`src/rtl/alu_pkg.sv`:
```
// ----------------------------------------------------------------------------
// alu_pkg
// Shared definitions for the execute-stage ALU.
//  - ALU control codes, which are also used by the ALU control decoder.
//  - Execute-unit FSM state encoding.
//  - Signed-overflow helpers for ADD/SUB.
// Optional feature macro: ALU_DIV_EN (see alu_exec_unit / alu_seq_muldiv).
// ----------------------------------------------------------------------------
package alu_pkg;

  // ALU control codes
  localparam logic [3:0] ALU_AND   = 4'b0000;
  localparam logic [3:0] ALU_OR    = 4'b0001;
  localparam logic [3:0] ALU_ADD   = 4'b0010;
  localparam logic [3:0] ALU_SUB   = 4'b0110;
  localparam logic [3:0] ALU_SLT   = 4'b0111;
  localparam logic [3:0] ALU_MULTU = 4'b1000;
  localparam logic [3:0] ALU_DIVU  = 4'b1001;

  // Execute-unit FSM states
  typedef enum logic [1:0] {
    ST_IDLE = 2'b00,
    ST_MUL  = 2'b01,
    ST_DIV  = 2'b10,
    ST_DONE = 2'b11
  } alu_state_e;

  // Signed overflow of a + b: operands agree in sign, sum does not.
  function automatic logic add_ovf(input logic a_msb, input logic b_msb, input logic sum_msb);
    return (a_msb == b_msb) && (sum_msb != a_msb);
  endfunction

  // Signed overflow of a - b: operands differ in sign, difference sign differs from a.
  function automatic logic sub_ovf(input logic a_msb, input logic b_msb, input logic diff_msb);
    return (a_msb != b_msb) && (diff_msb != a_msb);
  endfunction

endpackage

```
`src/rtl/alu_exec_unit_if.sv`:
```
// ----------------------------------------------------------------------------
// alu_exec_unit_if
// Request/response bundle of the execute-stage ALU.
//  Request : in_valid, in_ready, alu_ctrl[3:0], op_a, op_b
//  Response: out_valid, out_ready, result, result_hi, zero, ovf, err
//  master  : issuing pipeline side (drives requests, consumes results)
//  slave   : the ALU execute unit
// ----------------------------------------------------------------------------
interface alu_exec_unit_if #(
  parameter int WIDTH = 32
);
  logic             in_valid;
  logic             in_ready;
  logic [3:0]       alu_ctrl;
  logic [WIDTH-1:0] op_a;
  logic [WIDTH-1:0] op_b;
  logic             out_valid;
  logic             out_ready;
  logic [WIDTH-1:0] result;
  logic [WIDTH-1:0] result_hi;
  logic             zero;
  logic             ovf;
  logic             err;

  modport master (
    output in_valid, alu_ctrl, op_a, op_b, out_ready,
    input  in_ready, out_valid, result, result_hi, zero, ovf, err
  );

  modport slave (
    input  in_valid, alu_ctrl, op_a, op_b, out_ready,
    output in_ready, out_valid, result, result_hi, zero, ovf, err
  );
endinterface

```
`src/rtl/alu_seq_muldiv.sv`:
```
// ----------------------------------------------------------------------------
// alu_seq_muldiv
// Iterative unsigned multiplier (shift-add) and, when ALU_DIV_EN is defined,
// restoring unsigned divider. One bit per cycle, WIDTH iterations, one shared
// iteration counter.
// The first iteration is performed on the start edge directly from the
// operand inputs, so done pulses in the cycle after the WIDTH-th iteration
// and lo/hi hold the final value while done is high.
// Ports:
//  clk, rst   clock, asynchronous active-high reset
//  start      begin an operation (operands sampled this cycle)
//  div_sel    1 = divide, 0 = multiply (only present with ALU_DIV_EN)
//  a, b       multiplicand/multiplier or dividend/divisor
//  done       one-cycle pulse, lo/hi valid
//  lo, hi     product {hi,lo}, or quotient (lo) and remainder (hi)
// ----------------------------------------------------------------------------
module alu_seq_muldiv #(
  parameter int WIDTH = 32
) (
  input  logic             clk,
  input  logic             rst,
  input  logic             start,
`ifdef ALU_DIV_EN
  input  logic             div_sel,
`endif
  input  logic [WIDTH-1:0] a,
  input  logic [WIDTH-1:0] b,
  output logic             done,
  output logic [WIDTH-1:0] lo,
  output logic [WIDTH-1:0] hi
);

  localparam int              CNT_W    = $clog2(WIDTH) + 1;
  localparam logic [CNT_W-1:0] CNT_LAST = CNT_W'(WIDTH - 1);
  localparam logic [CNT_W-1:0] CNT_ONE  = CNT_W'(1);

  logic [CNT_W-1:0] cnt_r;
  logic             busy_r;
  logic             done_r;
  logic [WIDTH-1:0] lo_r;
  logic [WIDTH-1:0] hi_r;
  logic [WIDTH-1:0] b_r;

  logic [WIDTH-1:0] cur_lo_s;
  logic [WIDTH-1:0] cur_hi_s;
  logic [WIDTH-1:0] cur_b_s;
  logic [WIDTH-1:0] nxt_lo_s;
  logic [WIDTH-1:0] nxt_hi_s;
  logic [WIDTH:0]   mul_sum_s;

`ifdef ALU_DIV_EN
  logic             div_r;
  logic             cur_div_s;
  logic [WIDTH:0]   div_shift_s;
  logic [WIDTH:0]   div_diff_s;
`endif

  // Iteration source: fresh operands on start, working registers otherwise
  always_comb begin
    if (start) begin
      cur_lo_s = a;
      cur_hi_s = {WIDTH{1'b0}};
      cur_b_s  = b;
    end else begin
      cur_lo_s = lo_r;
      cur_hi_s = hi_r;
      cur_b_s  = b_r;
    end
  end

  // One multiply or divide step
  always_comb begin
    // Shift-add: conditionally add multiplicand to the high half, then
    // shift {carry,hi,lo} right; lo retires multiplier bits from the bottom.
    mul_sum_s = {1'b0, cur_hi_s} + (cur_lo_s[0] ? {1'b0, cur_b_s} : {(WIDTH+1){1'b0}});
    nxt_hi_s  = mul_sum_s[WIDTH:1];
    nxt_lo_s  = {mul_sum_s[0], cur_lo_s[WIDTH-1:1]};
`ifdef ALU_DIV_EN
    if (start) begin
      cur_div_s = div_sel;
    end else begin
      cur_div_s = div_r;
    end
    // Restoring: hi is the partial remainder, lo shifts dividend bits out of
    // the top and quotient bits in at the bottom. Bit WIDTH of the difference
    // is the borrow. With a zero divisor no step ever borrows, so the
    // quotient becomes all ones and the remainder ends up equal to the dividend.
    div_shift_s = {cur_hi_s, cur_lo_s[WIDTH-1]};
    div_diff_s  = div_shift_s - {1'b0, cur_b_s};
    if (cur_div_s) begin
      if (div_diff_s[WIDTH]) begin
        nxt_hi_s = div_shift_s[WIDTH-1:0];
        nxt_lo_s = {cur_lo_s[WIDTH-2:0], 1'b0};
      end else begin
        nxt_hi_s = div_diff_s[WIDTH-1:0];
        nxt_lo_s = {cur_lo_s[WIDTH-2:0], 1'b1};
      end
    end else begin
      nxt_hi_s = mul_sum_s[WIDTH:1];
      nxt_lo_s = {mul_sum_s[0], cur_lo_s[WIDTH-1:1]};
    end
`endif
  end

  // Working registers, shared iteration counter and done pulse
  always_ff @(posedge clk or posedge rst) begin
    if (rst) begin
      cnt_r  <= {CNT_W{1'b0}};
      busy_r <= 1'b0;
      done_r <= 1'b0;
      lo_r   <= {WIDTH{1'b0}};
      hi_r   <= {WIDTH{1'b0}};
      b_r    <= {WIDTH{1'b0}};
`ifdef ALU_DIV_EN
      div_r  <= 1'b0;
`endif
    end else if (start) begin
      cnt_r  <= CNT_ONE;
      busy_r <= 1'b1;
      done_r <= 1'b0;
      lo_r   <= nxt_lo_s;
      hi_r   <= nxt_hi_s;
      b_r    <= b;
`ifdef ALU_DIV_EN
      div_r  <= div_sel;
`endif
    end else if (busy_r) begin
      cnt_r <= cnt_r + CNT_ONE;
      lo_r  <= nxt_lo_s;
      hi_r  <= nxt_hi_s;
      if (cnt_r == CNT_LAST) begin
        busy_r <= 1'b0;
        done_r <= 1'b1;
      end else begin
        done_r <= 1'b0;
      end
    end else begin
      done_r <= 1'b0;
    end
  end

  assign done = done_r;
  assign lo   = lo_r;
  assign hi   = hi_r;

endmodule

```
`src/rtl/alu_exec_unit.sv`:
```
// ----------------------------------------------------------------------------
// alu_exec_unit
// Execute-stage ALU with valid/ready on both sides. AND/OR/ADD/SUB/SLT and
// unknown codes complete in one cycle; MULTU (and DIVU when ALU_DIV_EN is
// defined) run for WIDTH cycles in alu_seq_muldiv. Without ALU_DIV_EN the
// DIVU code is reported as unsupported (err = 1).
// Ports:
//  clk   rising-edge clock
//  rst   asynchronous active-high reset
//  bus   alu_exec_unit_if.slave:
//        in_valid/in_ready/alu_ctrl/op_a/op_b  request, accepted only in IDLE
//        out_valid/out_ready                   response handshake
//        result, result_hi, zero, ovf, err     registered, held until taken
// ----------------------------------------------------------------------------
module alu_exec_unit
  import alu_pkg::*;
#(
  parameter int WIDTH = 32
) (
  input  logic          clk,
  input  logic          rst,
  alu_exec_unit_if.slave bus
);

  alu_state_e       state_r;
  logic             out_valid_r;
  logic [WIDTH-1:0] result_r;
  logic [WIDTH-1:0] result_hi_r;
  logic             zero_r;
  logic             ovf_r;
  logic             err_r;

  logic             accept_s;
  logic             is_mul_s;
  logic             is_div_s;
  logic             md_start_s;
  logic             md_done_s;
  logic [WIDTH-1:0] md_lo_s;
  logic [WIDTH-1:0] md_hi_s;

  logic [WIDTH-1:0] add_s;
  logic [WIDTH-1:0] sub_s;
  logic [WIDTH-1:0] sc_result_s;
  logic             sc_ovf_s;
  logic             sc_err_s;

  assign accept_s = (state_r == ST_IDLE) && bus.in_valid;
  assign is_mul_s = (bus.alu_ctrl == ALU_MULTU);
`ifdef ALU_DIV_EN
  assign is_div_s = (bus.alu_ctrl == ALU_DIVU);
`else
  assign is_div_s = 1'b0;
`endif
  assign md_start_s = accept_s && (is_mul_s || is_div_s);

  assign add_s = bus.op_a + bus.op_b;
  assign sub_s = bus.op_a - bus.op_b;

  // Single-cycle datapath, evaluated on the accepted request
  always_comb begin
    sc_result_s = {WIDTH{1'b0}};
    sc_ovf_s    = 1'b0;
    sc_err_s    = 1'b0;
    case (bus.alu_ctrl)
      ALU_AND: sc_result_s = bus.op_a & bus.op_b;
      ALU_OR:  sc_result_s = bus.op_a | bus.op_b;
      ALU_ADD: begin
        sc_result_s = add_s;
        sc_ovf_s    = add_ovf(bus.op_a[WIDTH-1], bus.op_b[WIDTH-1], add_s[WIDTH-1]);
      end
      ALU_SUB: begin
        sc_result_s = sub_s;
        sc_ovf_s    = sub_ovf(bus.op_a[WIDTH-1], bus.op_b[WIDTH-1], sub_s[WIDTH-1]);
      end
      ALU_SLT: sc_result_s = {{(WIDTH-1){1'b0}}, ($signed(bus.op_a) < $signed(bus.op_b))};
      default: sc_err_s = 1'b1;
    endcase
  end

  alu_seq_muldiv #(
    .WIDTH (WIDTH)
  ) u_muldiv (
    .clk     (clk),
    .rst     (rst),
    .start   (md_start_s),
`ifdef ALU_DIV_EN
    .div_sel (is_div_s),
`endif
    .a       (bus.op_a),
    .b       (bus.op_b),
    .done    (md_done_s),
    .lo      (md_lo_s),
    .hi      (md_hi_s)
  );

  // Control FSM and registered response; outputs hold while DONE waits for out_ready
  always_ff @(posedge clk or posedge rst) begin
    if (rst) begin
      state_r     <= ST_IDLE;
      out_valid_r <= 1'b0;
      result_r    <= {WIDTH{1'b0}};
      result_hi_r <= {WIDTH{1'b0}};
      zero_r      <= 1'b0;
      ovf_r       <= 1'b0;
      err_r       <= 1'b0;
    end else begin
      case (state_r)
        ST_IDLE: begin
          if (accept_s) begin
            if (md_start_s) begin
              state_r <= is_div_s ? ST_DIV : ST_MUL;
            end else begin
              state_r     <= ST_DONE;
              out_valid_r <= 1'b1;
              result_r    <= sc_result_s;
              result_hi_r <= {WIDTH{1'b0}};
              zero_r      <= (sc_result_s == {WIDTH{1'b0}});
              ovf_r       <= sc_ovf_s;
              err_r       <= sc_err_s;
            end
          end else begin
            state_r <= ST_IDLE;
          end
        end
        ST_MUL, ST_DIV: begin
          if (md_done_s) begin
            state_r     <= ST_DONE;
            out_valid_r <= 1'b1;
            result_r    <= md_lo_s;
            result_hi_r <= md_hi_s;
            zero_r      <= (md_lo_s == {WIDTH{1'b0}});
            ovf_r       <= 1'b0;
            err_r       <= 1'b0;
          end else begin
            state_r <= state_r;
          end
        end
        ST_DONE: begin
          // Return to IDLE only after the result is taken; accept resumes next cycle
          if (bus.out_ready) begin
            state_r     <= ST_IDLE;
            out_valid_r <= 1'b0;
          end else begin
            state_r <= ST_DONE;
          end
        end
        default: begin
          state_r     <= ST_IDLE;
          out_valid_r <= 1'b0;
        end
      endcase
    end
  end

  assign bus.in_ready  = (state_r == ST_IDLE);
  assign bus.out_valid = out_valid_r;
  assign bus.result    = result_r;
  assign bus.result_hi = result_hi_r;
  assign bus.zero      = zero_r;
  assign bus.ovf       = ovf_r;
  assign bus.err       = err_r;

endmodule

```
`src/flat_wrapper.sv`:
```
// flat-port wrapper written by rule: the top's interface ports become plain ports
module alu_exec_unit_flat import alu_pkg::*;
#(
  parameter int WIDTH = 32
)
  (clk, rst, bus_in_valid, bus_alu_ctrl, bus_op_a, bus_op_b, bus_out_ready, bus_in_ready, bus_out_valid, bus_result, bus_result_hi, bus_zero, bus_ovf, bus_err);
  alu_exec_unit_if #(.WIDTH(WIDTH)) bus_i ();
  input  logic clk;
  input  logic rst;
  input wire logic [$bits(bus_i.in_valid)-1:0] bus_in_valid;
  input wire logic [$bits(bus_i.alu_ctrl)-1:0] bus_alu_ctrl;
  input wire logic [$bits(bus_i.op_a)-1:0] bus_op_a;
  input wire logic [$bits(bus_i.op_b)-1:0] bus_op_b;
  input wire logic [$bits(bus_i.out_ready)-1:0] bus_out_ready;
  output wire logic [$bits(bus_i.in_ready)-1:0] bus_in_ready;
  output wire logic [$bits(bus_i.out_valid)-1:0] bus_out_valid;
  output wire logic [$bits(bus_i.result)-1:0] bus_result;
  output wire logic [$bits(bus_i.result_hi)-1:0] bus_result_hi;
  output wire logic [$bits(bus_i.zero)-1:0] bus_zero;
  output wire logic [$bits(bus_i.ovf)-1:0] bus_ovf;
  output wire logic [$bits(bus_i.err)-1:0] bus_err;
  assign bus_i.in_valid = bus_in_valid;
  assign bus_i.alu_ctrl = bus_alu_ctrl;
  assign bus_i.op_a = bus_op_a;
  assign bus_i.op_b = bus_op_b;
  assign bus_i.out_ready = bus_out_ready;
  assign bus_in_ready = bus_i.in_ready;
  assign bus_out_valid = bus_i.out_valid;
  assign bus_result = bus_i.result;
  assign bus_result_hi = bus_i.result_hi;
  assign bus_zero = bus_i.zero;
  assign bus_ovf = bus_i.ovf;
  assign bus_err = bus_i.err;
  alu_exec_unit #(.WIDTH(WIDTH)) u_core (.clk(clk), .rst(rst), .bus(bus_i));
endmodule
```
`config.mk`:
```
export PLATFORM = sky130hd
export DESIGN_NAME = alu_exec_unit_flat
export DESIGN_NICKNAME = d
export VERILOG_FILES = /design/src/rtl/alu_pkg.sv /design/src/rtl/alu_exec_unit_if.sv /design/src/rtl/alu_seq_muldiv.sv /design/src/rtl/alu_exec_unit.sv /design/src/flat_wrapper.sv
export SDC_FILE = /design/constraint.sdc
export NUM_CORES = 1
export LEC_CHECK = 0
export CAP_MARGIN = 20
export CORE_MARGIN = 2
export CORE_UTILIZATION = 50
export DETAILED_ROUTE_END_ITERATION = 10
export GPL_TIMING_DRIVEN = 0
export PLACE_DENSITY = 0.7
export SLEW_MARGIN = 20
export SYNTH_ARGS = -nofsm -noshare
export SYNTH_HDL_FRONTEND = slang
export SYNTH_HIERARCHICAL = 1
export SYNTH_SLANG_ARGS = --single-unit
export TNS_END_PERCENT = 1
```
`constraint.sdc`:
```
create_clock -name clk -period 12.4 [get_ports clk]
set_input_delay 3.1 -clock clk [delete_from_list [all_inputs] [get_ports clk]]
set_output_delay 3.1 -clock clk [all_outputs]
set_load 0.02 [all_outputs]
```
==> impl_metrics.json, run 1 <==
{
  "dp_cells": 2323,
  "initial_core_util_pct": 51.1,
  "dr_wl_met2_um": 23400,
  "startpoint_type": "input port",
  "synth_edf_count": 0,
  "yosysWarnings": 6,
  "leakagePower_nw": 7.81,
  "rsz0062_at_grt": "false",
  "cp_top_family": "buffers and inverters",
  "syn_area_um2": 14800,
  "cp_data_arrival_time_ns": 8.59,
  "post-route-min-period_ns": 8.27,
  "synth_cells": 1799,
  "grt_pass1_vias": 13800,
  "design_area_um2": 17300,
  "ios": 141,
  "slowest_stage": "clkbuf_1",
  "dieArea_um2": 31000,
  "dp_hpwl_um": 42000,
  "cp_num_buf_inv": 4,
  "clock_sinks": 174,
  "slowest_delay_ns": 0.62,
  "slew_headroom_pct": 37.2,
  "crit_path_end_kind": "flip-flop",
  "ant_nets": 0,
  "skew_ns": 0.0107,
  "reg2reg_setup_slack_ns": 6.78,
  "final_cells": 2356,
  "grt_pass1_wl_um": 80200,
  "met1Wirelength_um": 23100,
  "total_power_mw": 4.05,
  "seq_area_frac_synth_pct": 29.4,
  "num_vias": 14300,
  "cts-buffers-inserted": 17,
  "final-max-slew-violation-count": 0,
  "worstSkewPairLatency_ns": 0.44,
  "synth_ff_type": "dfrtp_1",
  "setup_viol": 0,
  "fp.dieH_um": 176,
  "cts.root.buffer_cell": "clkbuf_16",
  "cts_htree_levels": 4,
  "globalplace.congestion": 0.977,
  "path_clk_slew_ns": 0.07,
  "status": "complete, no violations",
  "layout_common_cells": "217 x nand2_1, 174 x dfrtp_1, 139 x a21oi_1",
  "top_layer": "met5",
  "synth_cell_types": 93,
  "ctsHoldBuffers": 0,
  "dr.first_iter.drc_count": 1411,
  "postSynthAreaPerCell_um2": 8.22,
  "critical_path_required_ns": 12.72,
  "hold_viol_final": 0,
  "wl_um": 52400,
  "overflow": 0,
  "grt_max_degree": 79,
  "synth_fp_nets": 2008,
  "areaGrowthSynthToFinish_pct": 17.1,
  "critPathMaxFanout": 10,
  "maxCapViolCount": 0,
  "dpl_cell_area_um2": 16700,
  "io_buffers": 137,
  "coreArea_um2": 28900,
  "viasPerCell": 6.09,
  "worstHoldPathType": "flip-flop to flip-flop",
  "cts_setup_buffers": 0,
  "route.detailed.drc": 0,
  "ir_worst_vdd_mv": 0.162,
  "period_share_pct": 66.7,
  "rr_worst_depth": 18,
  "whs_path_depth": 2,
  "wl_met3_um": 4500,
  "p_per_area_nw_per_um2": 234,
  "drive_gt1_share_pct": 7.10,
  "ctsLongestPathBuffers": 2,
  "tightest_slew_ns": 0.940,
  "grtUsageTotal_pct": 33.9,
  "finalSetupTns_ns": 0,
  "cts_tree": "built",
  "max_freq_ghz": 0.121,
  "critPathKind": "input port to flip-flop",
  "yosys_register_bits": 174,
  "layout_commonest_cell": "nand2_1",
  "rows": 62,
  "path_cells": "clkdlybuf4s50_1, nor2_1, nand3b_1, nor2_1, clkbuf_1, clkbuf_1, clkbuf_1, nor2b_1, ha_1, fa_1, a211oi_1, nor2_1, a211oi_1, o22a_1, nor4_1, a221oi_1, xor2_1, a21oi_1",
  "die_x_um": 176,
  "final_util_pct": 59.9,
  "fin_nets": 2167,
  "antenna_found_initial": 2,
  "drtPass1Iterations": 8,
  "cts_resized": 0,
  "wl_per_cell_um": 22.3,
  "async_reset_ff_share_pct": 100,
  "cp.depth": 18
}
==> logic make-up after synthesis <==
kind of cell / share of synthesized area [%]
buf+inv: 7.54
fa+ha+maj: 11.7
simple gates: 19.2
mux: 7.82
xor+xnor: 3.32
compound gates: 21.0
flops: 29.4
==> metal layers <==
layer	global-route usage (%)	vias to the layer above
li1	-	6657
met3	6.91	86
met1	47.6	6906
met4	10.3	2
met2	52.9	687
met5	0	-
==> synth_stat cells, types with 37 or more instances <==
cell type / instances / area share, %
nand2_1: 217 / 5.5
dfrtp_1: 174 / 29
a21oi_1: 139 / 4.7
ha_1: 134 / 11
inv_1: 128 / 3.2
nor2_1: 119 / 3.0
o21ai_0: 118 / 4.0
mux2i_1: 74 / 5.0
nor2b_1: 73 / 3.1
clkbuf_1: 70 / 1.8
nand3_1: 62 / 2.1
mux2_2: 37 / 2.8
==> final timing paths <==
path                                           from                        to
max                                 bus_alu_ctrl[2]    u_core/u_muldiv/hi[29]
min                        u_core/bus.result_hi[24]  u_core/bus.result_hi[24]
max reg2reg                       u_core/state_r[1]    u_core/u_muldiv/hi[29]
min reg2reg                u_core/bus.result_hi[24]  u_core/bus.result_hi[24]
max in group asynchronous                       rst    u_core/u_muldiv/lo[30]
min in group asynchronous                       rst     u_core/u_muldiv/hi[0]
==> metrics by stage <==
| step | hold slack (ns) | setup WS, ns |
|---|---|---|
| after floorplan | 0.447 | 5.59 |
| after global placement | 0.452 | 3.96 |
| after detailed placement | 0.455 | 3.93 |
| after CTS | 0.470 | 4.31 |
| after global routing | 0.488 | 3.99 |
| final | 0.463 | 4.13 |
==> flip-flops by register name, indices dropped and copies added (netlist names) <==
register	cells
u_core/bus.err	1
u_core/bus.out_valid	1
u_core/bus.ovf	1
u_core/bus.result	32
u_core/bus.result_hi	32
u_core/bus.zero	1
u_core/state_r	2
u_core/u_muldiv/b_r	32
u_core/u_muldiv/busy_r	1
u_core/u_muldiv/cnt_r	6
u_core/u_muldiv/done	1
u_core/u_muldiv/hi	32
u_core/u_muldiv/lo	32
==> worst reg2reg max path: stages, from the launching register on <==
cell and delay [ns]:
dfrtp_1 0.40, inv_1 0.09, ha_1 0.27, nand2_1 0.11, nor2_1 0.15, clkbuf_1 0.48, clkbuf_1 0.59, clkbuf_1 0.63
nor2b_1 0.12, ha_1 0.29, fa_1 0.50, a211oi_1 0.26, nor2_1 0.14, a211oi_1 0.44, o22a_1 0.31, nor4_1 0.10
a221oi_1 0.37, xor2_1 0.18, a21oi_1 0.08
==> area by class of cell <==
| type | count | area, um^2 |
|---|---|---|
| diodes | 1 | 2.50 |
| plain buffers | 115 | 619 |
| clock buffers | 17 | 425 |
| clock inverters | 15 | 184 |
| fillers | 2642 | 11600 |
| inverters | 132 | 503 |
| multi-input cells | 1378 | 9330 |
| flip-flops and latches | 174 | 4350 |
| well taps | 384 | 480 |
| repair buffers | 140 | 1430 |
==> power breakdown <==
group / switching, mW / internal (mW) / total [mW]
clock network: 0.252 / 0.304 / 0.556
registers: 0.190 / 0.830 / 1.02
logic: 1.50 / 0.974 / 2.48
total: 1.94 / 2.11 / 4.05
(Power assumes the default switching activity.)
==> inputs of run 2 (changes only) <==
- clock period: 12.4 -> 8.1 ns (I/O delays scaled with it)
==> results of run 2 <==
The final DEF is identical to that of run 1. Status: complete, no violations.
Main changes from that run: setup slack after placement 3.93 ns -> 0.709 ns; setup slack after layout 4.13 ns -> 0.905 ns; register-to-register setup slack 6.78 ns -> 2.48 ns; total power 4.05 mW -> 6.21 mW; worst IR drop on VDD 0.162 mV -> 0.248 mV
